==> config.mk <==
export PLATFORM = sky130hd
export DESIGN_NAME = controller
export DESIGN_NICKNAME = d
export VERILOG_FILES = /design/src/rtl/controller.sv
export SDC_FILE = /design/constraint.sdc
export NUM_CORES = 1
export LEC_CHECK = 0
export ABC_AREA = 1
export BUFFER_PORTS_ARGS = -buffer_cell sky130_fd_sc_hd__buf_2
export CAP_MARGIN = 20
export CORE_AREA = 2 2 39 41
export DETAILED_ROUTE_END_ITERATION = 6
export DIE_AREA = 0 0 41 43
export PLACE_DENSITY = 0.62
export SETUP_SLACK_MARGIN = 0.1
export SLEW_MARGIN = 0
export SYNTH_ARGS = -nofsm -noshare
export SYNTH_HDL_FRONTEND = slang
export SYNTH_SLANG_ARGS = --single-unit
export TNS_END_PERCENT = 5
==> constraint.sdc <==
create_clock -name clk -period 2.4 [get_ports clk]
set_input_delay 0.12 -clock clk [delete_from_list [all_inputs] [get_ports clk]]
set_output_delay 0.12 -clock clk [all_outputs]
set_load 0.01 [all_outputs]
==> src/rtl/controller.sv <==
// controller: eight-phase sequencing FSM for the 8-bit RISC core; `CTRL_STEP_EN adds a single-step input
module controller #(
  parameter bit HALT_STICKY = 1'b1
) (
  input  logic       clk,
  input  logic       rst_n,
  input  logic [2:0] opcode,
  input  logic       zero,
`ifdef CTRL_STEP_EN
  input  logic       step,
`endif
  output logic       sel,
  output logic       rd,
  output logic       ld_ir,
  output logic       inc_pc,
  output logic       ld_pc,
  output logic       halt,
  output logic       data_e,
  output logic       ld_ac,
  output logic       wr
);
  localparam logic [3:0] INST_ADDR  = 4'd0;
  localparam logic [3:0] INST_FETCH = 4'd1;
  localparam logic [3:0] INST_LOAD  = 4'd2;
  localparam logic [3:0] IDLE       = 4'd3;
  localparam logic [3:0] OP_ADDR    = 4'd4;
  localparam logic [3:0] OP_FETCH   = 4'd5;
  localparam logic [3:0] ALU_OP     = 4'd6;
  localparam logic [3:0] STORE      = 4'd7;
  localparam logic [3:0] HALTED     = 4'd8;
  localparam logic [2:0] HLT = 3'd0;
  localparam logic [2:0] SKZ = 3'd1;
  localparam logic [2:0] STO = 3'd6;
  localparam logic [2:0] JMP = 3'd7;
  logic [3:0] s, nxt;
  logic go, alu_op, is_sto, is_jmp;
`ifdef CTRL_STEP_EN
  assign go = step;
`else
  assign go = 1'b1;
`endif
  assign alu_op = opcode >= 3'd2 && opcode <= 3'd5;
  assign is_sto = opcode == STO;
  assign is_jmp = opcode == JMP;
  // ring phases 1..6 (except OP_ADDR) simply count up; STORE and unused codes return to INST_ADDR
  always_comb begin
    nxt = s == INST_ADDR ? (go ? INST_FETCH : INST_ADDR)
        : s == OP_ADDR   ? (HALT_STICKY && opcode == HLT ? HALTED : OP_FETCH)
        : s == HALTED    ? HALTED
        : s <  STORE     ? s + 4'd1
        : INST_ADDR;
  end
  always_ff @(posedge clk or negedge rst_n)
    if (!rst_n) s <= INST_ADDR;
    else        s <= nxt;
  assign sel    = s <= IDLE;
  assign rd     = (s >= INST_FETCH && s <= IDLE) || (alu_op && s >= OP_FETCH && s <= STORE);
  assign ld_ir  = s == INST_LOAD || s == IDLE;
  assign inc_pc = s == OP_ADDR || (s == ALU_OP && opcode == SKZ && zero);
  assign ld_pc  = is_jmp && (s == ALU_OP || s == STORE);
  assign halt   = (s == OP_ADDR && opcode == HLT) || s == HALTED;
  assign data_e = is_sto && (s == ALU_OP || s == STORE);
  assign ld_ac  = alu_op && s == STORE;
  assign wr     = is_sto && s == STORE;
endmodule

==> results.cfg <==
[grt]
antenna_found_initial = 0
grt_pass1_vias = 394
grt_pass1_wl_um = 1440
grt_overflow = 0
grt_max_degree = 8
grt_use_total = 0.116

[worst_hold_path]
hold_class = in -> async

[floorplan]
die_h_um = 43
die-area_um2 = 1760
initial_core_util = 0.291
core_area_um2 = 1380
die_w_um = 41
num_rows = 14
num_io_pins = 15

[critical_path]
required_ns = 2.28
worstSetupPathType = reg -> out
startpoint_type = flop
r2r_cells = 7
cp_slowest_cell = dfrtp_1
slowest_delay_ns = 0.40
critPathMaxFanout = 6
critPathArrivalTime_ns = 1.43
crit_chain = inv_1 -> ha_1 -> nand3_4 -> inv_2 -> nand2_1 -> nand2_1 -> buf_2
critical_path.most_common_cell = nand2_1
cp-end-kind = output pin

[power_and_ir_drop]
p_leak_nw = 0.329
powerDensity_nw_per_um2 = 1190
peakVddDrop_v = 0.000659

[final_layout]
largest_reg_flops = 4
finalNetCount = 96
n_antenna_cell = 0
top_register = s
reg_top3 = s (4)
regArea_um2 = 100
drive_gt1_frac = 0.274
multi_input_area_um2 = 250
syn_to_final_growth_pct = 30.4
fillCellCount = 151
finish.instance_area_um2 = 526

[synth]
syn_area_um2 = 403
ys_warn_count = 0
synth.distinct_cells = 12
syn_nets = 76
synth_area_leaders = dfrtp_1 25%, nor2_1 15%, nand2_1 13%
synth-seq-cells = 4
postSynthAreaPerCell_um2 = 6.10
seq_area_frac_synth = 0.248
synth_top_area_cell = dfrtp_1
syn-instance-count = 66
synth.most_common_cell = nor2_1
async_flop_share = 1.00
synth_common_cells = 16 x nor2_1, 14 x nand2_1, 10 x inv_1
synth_edf_count = 0
synth_flop_cell = dfrtp_1
yosys.area.top_type_share = 0.248

[place]
gp_congestion = 0.805
io_buffers = 14
place_ws_ns = 1.09
dpl.hpwl_um = 730
placed_cell_area_um2 = 493

[timing]
drv_slew = 0
setup_tns_ns = 0
fin_crit_ns = 1.55
clock_skew_ns = 0.00103
finalSetupViolations = 0
fin_ws_ns = 0.848
slew_headroom = 0.794
final_hold_viol_count = 0
grt_setup_unrepaired = no
fmax_mhz = 644
tightest_slew_ns = 0.309
post-route-period-util = 0.647

[routing]
drtIter0Drc = 7
drt_first_pass_iters = 4
vias = 434
wl_per_cell_um = 8.74
drc = 0
drt-total-wl_um = 874
viasPerCell = 4.34
drtAntennaViolNets = 0

[clock_tree]
clk_pin_slew_ns = 0.04
clkSinkCount = 4
cts_made_buffers = 3
cts_tree = built
clockBufferDepth = 2
worstSkewPairLatency_ns = 0.23
postCtsSetupRepairBufs = 0
cts-htree-levels = 1
cts-root-buf = clkbuf_4

[job]
cap_violations = 0

[status]
status = finished, final reports clean
[power breakdown]
group	internal, mW	switching, mW
clock network	0.0557	0.0243
logic	0.152	0.239
registers	0.102	0.0501
[cells by family (layout without fill, tap and decap cells)]
group,Yosys count,in the layout,share of synthesized area
buffers and inverters,14,32,0.130
flip-flops,4,4,0.248
AND/OR/NAND/NOR,40,40,0.438
XOR/XNOR,1,1,0.0217
AO/OA/AOI/OAI,3,3,0.0373
adder cells (fa/ha/maj),4,4,0.124
[placed cells by master (no fill, tap or decap)]
cell type and instances:
dlygate4sd3_1 1, nor2_1 16, clkbuf_4 3, dfrtp_1 4, inv_1 10, ha_1 4
o21ai_1 2, a21oi_1 1, nand3_4 1, nor2_2 1, nand2_1 14, inv_2 4
buf_2 14, xnor2_1 1, nand3_1 8
[what timing repair did]
item | CTS | global route
gates resized for setup | 0 | 0
hold buffers | 1 | 0
endpoints found under the hold margin | 4 | 0
[metrics by stage]
stage,util,hold WS (ns),total power [mW],instances
after CTS,0.380,0.211,0.632,100
after floorplan,-,-0.176,0.433,66
after global placement,0.356,-0.0726,0.543,96
after global routing,0.380,0.234,0.707,100
after detailed placement,0.356,-0.0727,0.545,96
final,0.380,0.229,0.623,100
[final timing paths]
check / startpoint / endpoint / slack (ns)
max in group asynchronous: rst_n / s[3] / 2.06
min in group clk: opcode[0] / s[0] / 0.34
setup reg to reg: s[0] / s[2] / 1.16
hold / removal: rst_n / s[1] / 0.23
hold reg to reg: s[3] / s[1] / 0.68
setup / recovery: s[0] / halt / 0.85
[area by class of cell]
cell class,count,share of cell area
Multi-Input combinational cell,48,0.476
Sequential cell,4,0.190
Clock buffer,3,0.0429
Timing Repair Buffer,15,0.152
Tap cell,16,0.0381
Inverter,14,0.100
[worst max-delay path: cells and delay by family, from the launching register on]
kind | cells | cell delay (ns)
buffers and inverters | 3 | 0.31
adder cells (fa/ha/maj) | 1 | 0.25
AND/OR/NAND/NOR | 3 | 0.24
flip-flops | 1 | 0.40
[layer usage]
| metal | GRT usage | vias to the layer above | routed length (µm) |
|---|---|---|---|
| li1 | - | 235 | - |
| met1 | 0.143 | 184 | 434 |
| met5 | 0 | - | 0 |
| met2 | 0.188 | 15 | 383 |
| met4 | 0.0733 | 0 | 0 |
| met3 | 0 | 0 | 56 |
No activity file was read; power rests on OpenSTA's default activity.
